--- config.mk ---
export PLATFORM = sky130hd
export DESIGN_NAME = pet_uart_keyq
export DESIGN_NICKNAME = d
export VERILOG_FILES = /design/src/rtl/pet_uart_keyq.sv
export SDC_FILE = /design/constraint.sdc
export NUM_CORES = 1
export LEC_CHECK = 0
export ABC_AREA = 1
export BUFFER_PORTS_ARGS = -buffer_cell sky130_fd_sc_hd__buf_2
export CORE_MARGIN = 4
export CORE_UTILIZATION = 40
export DETAILED_ROUTE_END_ITERATION = 10
export GPL_TIMING_DRIVEN = 0
export HOLD_SLACK_MARGIN = 0.15
export PLACE_DENSITY = 0.65
export SLEW_MARGIN = 20
export SYNTH_ARGS = -nofsm -noshare
export SYNTH_HDL_FRONTEND = slang
export SYNTH_SLANG_ARGS = --single-unit
--- constraint.sdc ---
create_clock -name clk -period 7.2 [get_ports clk]
set_input_delay 1.08 -clock clk [delete_from_list [all_inputs] [get_ports clk]]
set_output_delay 1.08 -clock clk [all_outputs]
set_load 0.02 [all_outputs]
--- src/rtl/pet_uart_keyq.sv ---
// pet_uart_keyq: queues ASCII bytes from the UART receiver and replays them as
// timed PET 2001 matrix key presses on the active-low column bus.
// Optional feature macro: PET_KEYQ_SHIFT_EN (lower-case letters press with left shift).
module pet_uart_keyq #(
    parameter int FIFO_AW    = 3,
    parameter int HOLD_SCANS = 3,
    parameter int GAP_SCANS  = 2,
    parameter int NUM_ROWS   = 10
) (
    input  logic             clk,
    input  logic             reset,
    input  logic [3:0]       keyrow,
    output logic [7:0]       keyin,
    input  logic [7:0]       uart_data,
    input  logic             uart_strobe,
    output logic [FIFO_AW:0] fifo_count,
    output logic             fifo_full,
    output logic             overflow
);
    typedef enum logic [1:0] {IDLE, PRESS, GAP} state_t;

    localparam int               DEPTH      = 1 << FIFO_AW;
    localparam logic [FIFO_AW:0] FULL_COUNT = {1'b1, {FIFO_AW{1'b0}}};
    localparam logic [3:0]       HOLD_LAST  = 4'(HOLD_SCANS - 1);
    localparam logic [3:0]       GAP_LAST   = 4'(GAP_SCANS - 1);
    localparam logic [4:0]       ROW_LIMIT  = 5'(NUM_ROWS);

    logic [7:0]         mem [DEPTH];
    logic [FIFO_AW-1:0] wr_ptr;
    logic [FIFO_AW-1:0] rd_ptr;
    logic [7:0]         head;
    logic [7:0]         head_char;
    logic               fifo_empty;
    logic               push;
    logic               pop;
    logic               load;
    logic               tick;
    logic [3:0]         keyrow_q;
    state_t             state;
    state_t             state_n;
    logic [3:0]         scan_cnt;
    logic [3:0]         scan_cnt_n;
    logic               head_valid;
    logic [3:0]         head_row;
    logic [2:0]         head_col;
    logic [3:0]         key_row;
    logic [2:0]         key_col;
    logic [7:0]         keyin_n;
`ifdef PET_KEYQ_SHIFT_EN
    logic               head_shift;
    logic               key_shift;
`endif

    assign head       = mem[rd_ptr];
    assign fifo_empty = (fifo_count == '0);
    assign fifo_full  = (fifo_count == FULL_COUNT);
    assign push       = uart_strobe && (!fifo_full || pop);
    assign tick       = (keyrow_q != 4'd0) && (keyrow == 4'd0);

    // Map the FIFO head byte onto its PET graphics-keyboard matrix position.
    always_comb begin
        head_char  = head;
        head_valid = 1'b1;
        head_row   = 4'd0;
        head_col   = 3'd0;
        if (head >= 8'h61 && head <= 8'h7A) begin
            head_char = head - 8'h20;
        end
`ifdef PET_KEYQ_SHIFT_EN
        head_shift = (head >= 8'h61 && head <= 8'h7A);
`endif
        case (head_char)
            8'h21: {head_row, head_col} = {4'd0, 3'd0};
            8'h23: {head_row, head_col} = {4'd0, 3'd1};
            8'h25: {head_row, head_col} = {4'd0, 3'd2};
            8'h26: {head_row, head_col} = {4'd0, 3'd3};
            8'h28: {head_row, head_col} = {4'd0, 3'd4};
            8'h22: {head_row, head_col} = {4'd1, 3'd0};
            8'h24: {head_row, head_col} = {4'd1, 3'd1};
            8'h27: {head_row, head_col} = {4'd1, 3'd2};
            8'h5C: {head_row, head_col} = {4'd1, 3'd3};
            8'h29: {head_row, head_col} = {4'd1, 3'd4};
            8'h51: {head_row, head_col} = {4'd2, 3'd0};
            8'h45: {head_row, head_col} = {4'd2, 3'd1};
            8'h54: {head_row, head_col} = {4'd2, 3'd2};
            8'h55: {head_row, head_col} = {4'd2, 3'd3};
            8'h4F: {head_row, head_col} = {4'd2, 3'd4};
            8'h37: {head_row, head_col} = {4'd2, 3'd6};
            8'h39: {head_row, head_col} = {4'd2, 3'd7};
            8'h57: {head_row, head_col} = {4'd3, 3'd0};
            8'h52: {head_row, head_col} = {4'd3, 3'd1};
            8'h59: {head_row, head_col} = {4'd3, 3'd2};
            8'h49: {head_row, head_col} = {4'd3, 3'd3};
            8'h50: {head_row, head_col} = {4'd3, 3'd4};
            8'h38: {head_row, head_col} = {4'd3, 3'd6};
            8'h2F: {head_row, head_col} = {4'd3, 3'd7};
            8'h41: {head_row, head_col} = {4'd4, 3'd0};
            8'h44: {head_row, head_col} = {4'd4, 3'd1};
            8'h47: {head_row, head_col} = {4'd4, 3'd2};
            8'h4A: {head_row, head_col} = {4'd4, 3'd3};
            8'h4C: {head_row, head_col} = {4'd4, 3'd4};
            8'h34: {head_row, head_col} = {4'd4, 3'd6};
            8'h36: {head_row, head_col} = {4'd4, 3'd7};
            8'h53: {head_row, head_col} = {4'd5, 3'd0};
            8'h46: {head_row, head_col} = {4'd5, 3'd1};
            8'h48: {head_row, head_col} = {4'd5, 3'd2};
            8'h4B: {head_row, head_col} = {4'd5, 3'd3};
            8'h3A: {head_row, head_col} = {4'd5, 3'd4};
            8'h35: {head_row, head_col} = {4'd5, 3'd6};
            8'h2A: {head_row, head_col} = {4'd5, 3'd7};
            8'h5A: {head_row, head_col} = {4'd6, 3'd0};
            8'h43: {head_row, head_col} = {4'd6, 3'd1};
            8'h42: {head_row, head_col} = {4'd6, 3'd2};
            8'h4D: {head_row, head_col} = {4'd6, 3'd3};
            8'h3B: {head_row, head_col} = {4'd6, 3'd4};
            8'h0D: {head_row, head_col} = {4'd6, 3'd5};
            8'h31: {head_row, head_col} = {4'd6, 3'd6};
            8'h33: {head_row, head_col} = {4'd6, 3'd7};
            8'h58: {head_row, head_col} = {4'd7, 3'd0};
            8'h56: {head_row, head_col} = {4'd7, 3'd1};
            8'h4E: {head_row, head_col} = {4'd7, 3'd2};
            8'h2C: {head_row, head_col} = {4'd7, 3'd3};
            8'h3F: {head_row, head_col} = {4'd7, 3'd4};
            8'h32: {head_row, head_col} = {4'd7, 3'd6};
            8'h2B: {head_row, head_col} = {4'd7, 3'd7};
            8'h40: {head_row, head_col} = {4'd8, 3'd1};
            8'h5D: {head_row, head_col} = {4'd8, 3'd2};
            8'h3E: {head_row, head_col} = {4'd8, 3'd4};
            8'h30: {head_row, head_col} = {4'd8, 3'd6};
            8'h2D: {head_row, head_col} = {4'd8, 3'd7};
            8'h5B: {head_row, head_col} = {4'd9, 3'd1};
            8'h20: {head_row, head_col} = {4'd9, 3'd2};
            8'h3C: {head_row, head_col} = {4'd9, 3'd3};
            8'h2E: {head_row, head_col} = {4'd9, 3'd6};
            8'h3D: {head_row, head_col} = {4'd9, 3'd7};
            default: head_valid = 1'b0;
        endcase
    end

    // Byte storage; entries are not cleared by reset because the pointers define what is live.
    always_ff @(posedge clk) begin
        if (push) begin
            mem[wr_ptr] <= uart_data;
        end
    end

    // FIFO pointers, occupancy and the dropped-byte pulse.
    always_ff @(posedge clk) begin
        if (reset) begin
            wr_ptr     <= '0;
            rd_ptr     <= '0;
            fifo_count <= '0;
            overflow   <= 1'b0;
        end else begin
            overflow <= uart_strobe && fifo_full && !pop;
            if (push) begin
                wr_ptr <= wr_ptr + 1'b1;
            end
            if (pop) begin
                rd_ptr <= rd_ptr + 1'b1;
            end
            if (push && !pop) begin
                fifo_count <= fifo_count + 1'b1;
            end else if (pop && !push) begin
                fifo_count <= fifo_count - 1'b1;
            end
        end
    end

    // Next-state logic: pop and decode in IDLE, then count scan ticks through PRESS and GAP.
    always_comb begin
        state_n    = state;
        scan_cnt_n = scan_cnt;
        pop        = 1'b0;
        load       = 1'b0;
        case (state)
            IDLE: begin
                scan_cnt_n = 4'd0;
                if (!fifo_empty) begin
                    pop = 1'b1;
                    if (head_valid) begin
                        load    = 1'b1;
                        state_n = PRESS;
                    end
                end
            end
            PRESS: begin
                if (tick) begin
                    if (scan_cnt == HOLD_LAST) begin
                        state_n    = GAP;
                        scan_cnt_n = 4'd0;
                    end else begin
                        scan_cnt_n = scan_cnt + 4'd1;
                    end
                end
            end
            GAP: begin
                if (tick) begin
                    if (scan_cnt == GAP_LAST) begin
                        state_n    = IDLE;
                        scan_cnt_n = 4'd0;
                    end else begin
                        scan_cnt_n = scan_cnt + 4'd1;
                    end
                end
            end
            default: begin
                state_n    = IDLE;
                scan_cnt_n = 4'd0;
            end
        endcase
    end

    // State register plus the latched key position of the press in progress.
    always_ff @(posedge clk) begin
        if (reset) begin
            state    <= IDLE;
            scan_cnt <= 4'd0;
            key_row  <= 4'd0;
            key_col  <= 3'd0;
`ifdef PET_KEYQ_SHIFT_EN
            key_shift <= 1'b0;
`endif
        end else begin
            state    <= state_n;
            scan_cnt <= scan_cnt_n;
            if (load) begin
                key_row <= head_row;
                key_col <= head_col;
`ifdef PET_KEYQ_SHIFT_EN
                key_shift <= head_shift;
`endif
            end
        end
    end

    // Column pattern for the row being scanned right now; rows past NUM_ROWS never match.
    always_comb begin
        keyin_n = 8'hFF;
        if (state == PRESS && {1'b0, keyrow} < ROW_LIMIT) begin
            if (keyrow == key_row) begin
                keyin_n[key_col] = 1'b0;
            end
`ifdef PET_KEYQ_SHIFT_EN
            if (key_shift && keyrow == 4'd8) begin
                keyin_n[0] = 1'b0;
            end
`endif
        end
    end

    // Register the scanned row (for tick detection) and the column bus.
    always_ff @(posedge clk) begin
        if (reset) begin
            keyrow_q <= 4'd0;
            keyin    <= 8'hFF;
        end else begin
            keyrow_q <= keyrow;
            keyin    <= keyin_n;
        end
    end
endmodule

==> summary.txt <==
Run status
  • Outcome: complete, no violations

Worst setup path
  • Worst Setup End Kind: flop
  • Startpoint Class: flop
  • Cell Chain, Critical Path: buf_2 -> inv_1 -> buf_2 -> nand3_1 -> nand2_1 -> nand2_2 -> nor2_4 -> nand2_2 -> nand3_2 -> nand2_2 -> nor2_2 -> buf_4 -> nand3_1 -> nand3_1 -> nor2_1 -> nand2_1 -> nor2_2 -> nand2_4 -> nand2_8 -> inv_4 -> nand2_1 -> nand2_1 -> nor2_2
  • Slowest cell on the critical path: dfxtp_1
  • CP Class: flop to flop
  • Critical-path maximum fanout: 10
  • Crit-path max cell delay: around 300 ps
  • Crit-path most repeated cell: nand2_1
  • Top delay family on crit path: simple AND/OR/NAND/NOR gates
  • CP bufs+invs: 5
  • Crit path required time: 7450 ps
  • Arr. time, crit path: approximately 3800 ps

CTS
  • Clk sink count: 103
  • Clk Latency, worst-skew pair: 350 ps
  • Clock-pin slew on the worst setup and hold paths: 70 ps
  • Cts bufs inserted: 9
  • Post-CTS Hold Buffers: 0
  • Setup Fix Bufs, Post-CTS: 0
  • CTS resizes: 0
  • Root Buffer Master: clkbuf_16
  • TritonCTS clock tree: built
  • H-tree Lvls: 3
  • Clk buf depth: 2

Drt
  • Via count: 4837
  • Routed WL per cell: approximately 15 µm
  • Post-DR vias/cell: 5.12
  • DRT antenna net count: 0
  • DR iter-0 viols: about 500
  • DRC: 0
  • DR pass1 iterations: 6
  • WL final: between 10 and 15 mm

Timing
  • Final hold vios: 0
  • Hold_ws: around 460 ps
  • Finish-stage setup viols: 0
  • Worst slew margin relative to its limit: 30.5%
  • Unrepaired setup endpoints after global routing: no
  • Fin. max-slew vios: 0
  • Worst slew pin tran: around 1000 ps
  • Setup TNS: 0 ps
  • Worst clock skew: 8.75 ps
  • Achievable Freq: between 0.2 and 0.3 GHz
  • Crit path time final: 3500 ps
  • Crit share post-route: 48.6%

Die
  • Placement row count: between 40 and 50
  • Die ar.: about 16000 µm²
  • Chip width: ~130 µm
  • Initial Util: between 40% and 50%
  • Die span in y: about 130 µm
  • I/O pin cnt: 29
  • Area of the core: 13900 µm²

Synth
  • Syn_nets: 747
  • Seq cells post-synth: around 100
  • Cells after Synth: between 700 and 800
  • Syn_area_per_cell: 7.90 µm²
  • YS warnings: 0
  • Mapped Area: between 5000 and 6000 µm²
  • Netlist cell types: 41
  • Register area share after synthesis: a little under half

Power
  • Total power: ~2.6 mW
  • Worst vdd rail ir drop: ~0.00024 V
  • P_leak: approximately 2.8 nW
  • Power density over the cells: 413 nW/µm²

Place
  • GP Congestion: 0.980
  • Final HPWL DP: between 9 and 10 mm
  • Port buffer count: 27

GRT
  • Vias in the first global route: ~4500
  • Global Route Usage Sum: 17.3%
  • Largest net degree at the start of global routing: 20
  • Initial antenna violation count: 0
  • First-pass GRT wire length: approximately 22 mm
  • Congestion Overflow GR: 0

Finish
  • Area grow syn2layout: 11.4%
  • # fillers: 1400
  • Ant. Diodes: 0
  • Share of cells above drive strength 1: 13.3%
  • Layout Nets: 785

Run
  • Max-Cap Viols: 0

Min path
  • Worst Hold Class: flop to flop
power breakdown:
part           switching, mW  leakage [nW]  internal (mW)
Clock                  0.234         0.136          0.243
Sequential            0.0357         0.901          0.676
Combinational          0.987          1.81          0.447
Total                   1.26          2.85           1.37
flip-flops by register name, indices dropped and copies added, names as in the netlist, named ones only:
name / count
fifo_count: 4
rd_ptr: 3
scan_cnt: 4
mem: 64
key_col: 3
keyin: 8
keyrow_q: 4
state: 2
wr_ptr: 3
key_row: 4
overflow: 1
final timing paths:
check              from         end  slack (ps)  cells past startpoint
max                flop  key_col[0]        3700                     23
min          key_col[1]    keyin[2]         460                      1
max reg2reg        flop  key_col[0]        3700                     23
min reg2reg  key_col[1]    keyin[2]         460                      1
Yosys cell counts, drive strengths merged:
| cell type | instances | area (µm²) |
|---|---|---|
| a2111oi | 1 | 8.76 |
| a211oi | 2 | 15.0 |
| a21boi | 1 | 7.51 |
| a21oi | 20 | 100 |
| a221oi | 1 | 8.76 |
| a31oi | 2 | 12.5 |
| a32o | 1 | 10.0 |
| and3 | 1 | 6.26 |
| buf | 21 | 165 |
| clkbuf | 2 | 7.51 |
| clkinv | 2 | 7.51 |
| dfxtp | 39 | 781 |
| edfxtp | 64 | 1920 |
| fa | 1 | 20.0 |
| ha | 9 | 113 |
| inv | 94 | 355 |
| nand2 | 177 | 731 |
| nand3 | 101 | 531 |
| nand3b | 1 | 7.51 |
| nand4 | 12 | 75.1 |
| nor2 | 115 | 482 |
| nor3 | 7 | 35.0 |
| nor4 | 2 | 12.5 |
| o2111a | 2 | 22.5 |
| o211ai | 10 | 75.1 |
| o21ai | 26 | 130 |
| o22ai | 1 | 6.26 |
| o31ai | 1 | 7.51 |
| o41ai | 3 | 26.3 |
| xor2 | 3 | 26.3 |
cell families after synthesis:
group           count (synthesis)  synth area share (%)
buf+inv                       119                  9.38
simple gates                  416                  32.9
flops                         103                  47.4
xor+xnor                        3                 0.461
compound gates                 71                  7.54
fa+ha+maj                      10                  2.32
layout make-up:
cell class,instances,area [µm²],area share (%)
plain buffers,23,173,2.72
clock buffers,9,225,3.54
clock inverters,7,63.8,1.00
inverters,96,363,5.71
multi-input cells,500,2470,38.8
flip-flops and latches,103,2700,42.5
well taps,180,225,3.54
repair buffers,27,135,2.13
metrics by stage:
step	cell area, µm²	setup WS (ps)	cells	util [%]
after floorplan	5710	4290	722	-
after global placement	6070	3760	929	43.5
after detailed placement	6070	3790	929	43.5
after CTS	6360	3750	945	45.6
after global routing	6360	3420	945	45.6
final	6360	3700	945	45.6
cells in the final DEF (no fill, tap or decap), types with 2 or more instances in the layout:
master,n
nor2_2,8
o211ai_1,10
inv_6,2
xor2_1,3
dfxtp_1,39
clkinvlp_4,2
nor2_4,4
o2111a_1,2
o21ai_1,10
buf_4,4
nand2_4,4
edfxtp_1,64
nand2_1,164
nor3_1,7
o21ai_0,16
nor4_1,2
a211oi_1,2
buf_6,8
inv_2,7
clkinv_1,2
o41ai_1,3
clkbuf_16,9
nand3_2,5
a21oi_1,20
clkbuf_1,2
nand2_2,8
inv_1,86
nand4_1,12
nand3_1,96
buf_2,36
inv_8,2
nor2_1,103
a31oi_1,2
ha_1,9
per-layer routing:
| layer | share of wire (%) | vias to the layer above | track usage, % |
|---|---|---|---|
| li1 | - | 2464 | - |
| met1 | 45 | 2155 | 23.2 |
| met2 | 45 | 180 | 27.5 |
| met3 | 6.3 | 38 | 3.39 |
| met4 | 3.1 | 0 | 7.19 |
| met5 | 0 | - | 0 |
No activity file was read; power rests on OpenSTA's default activity.
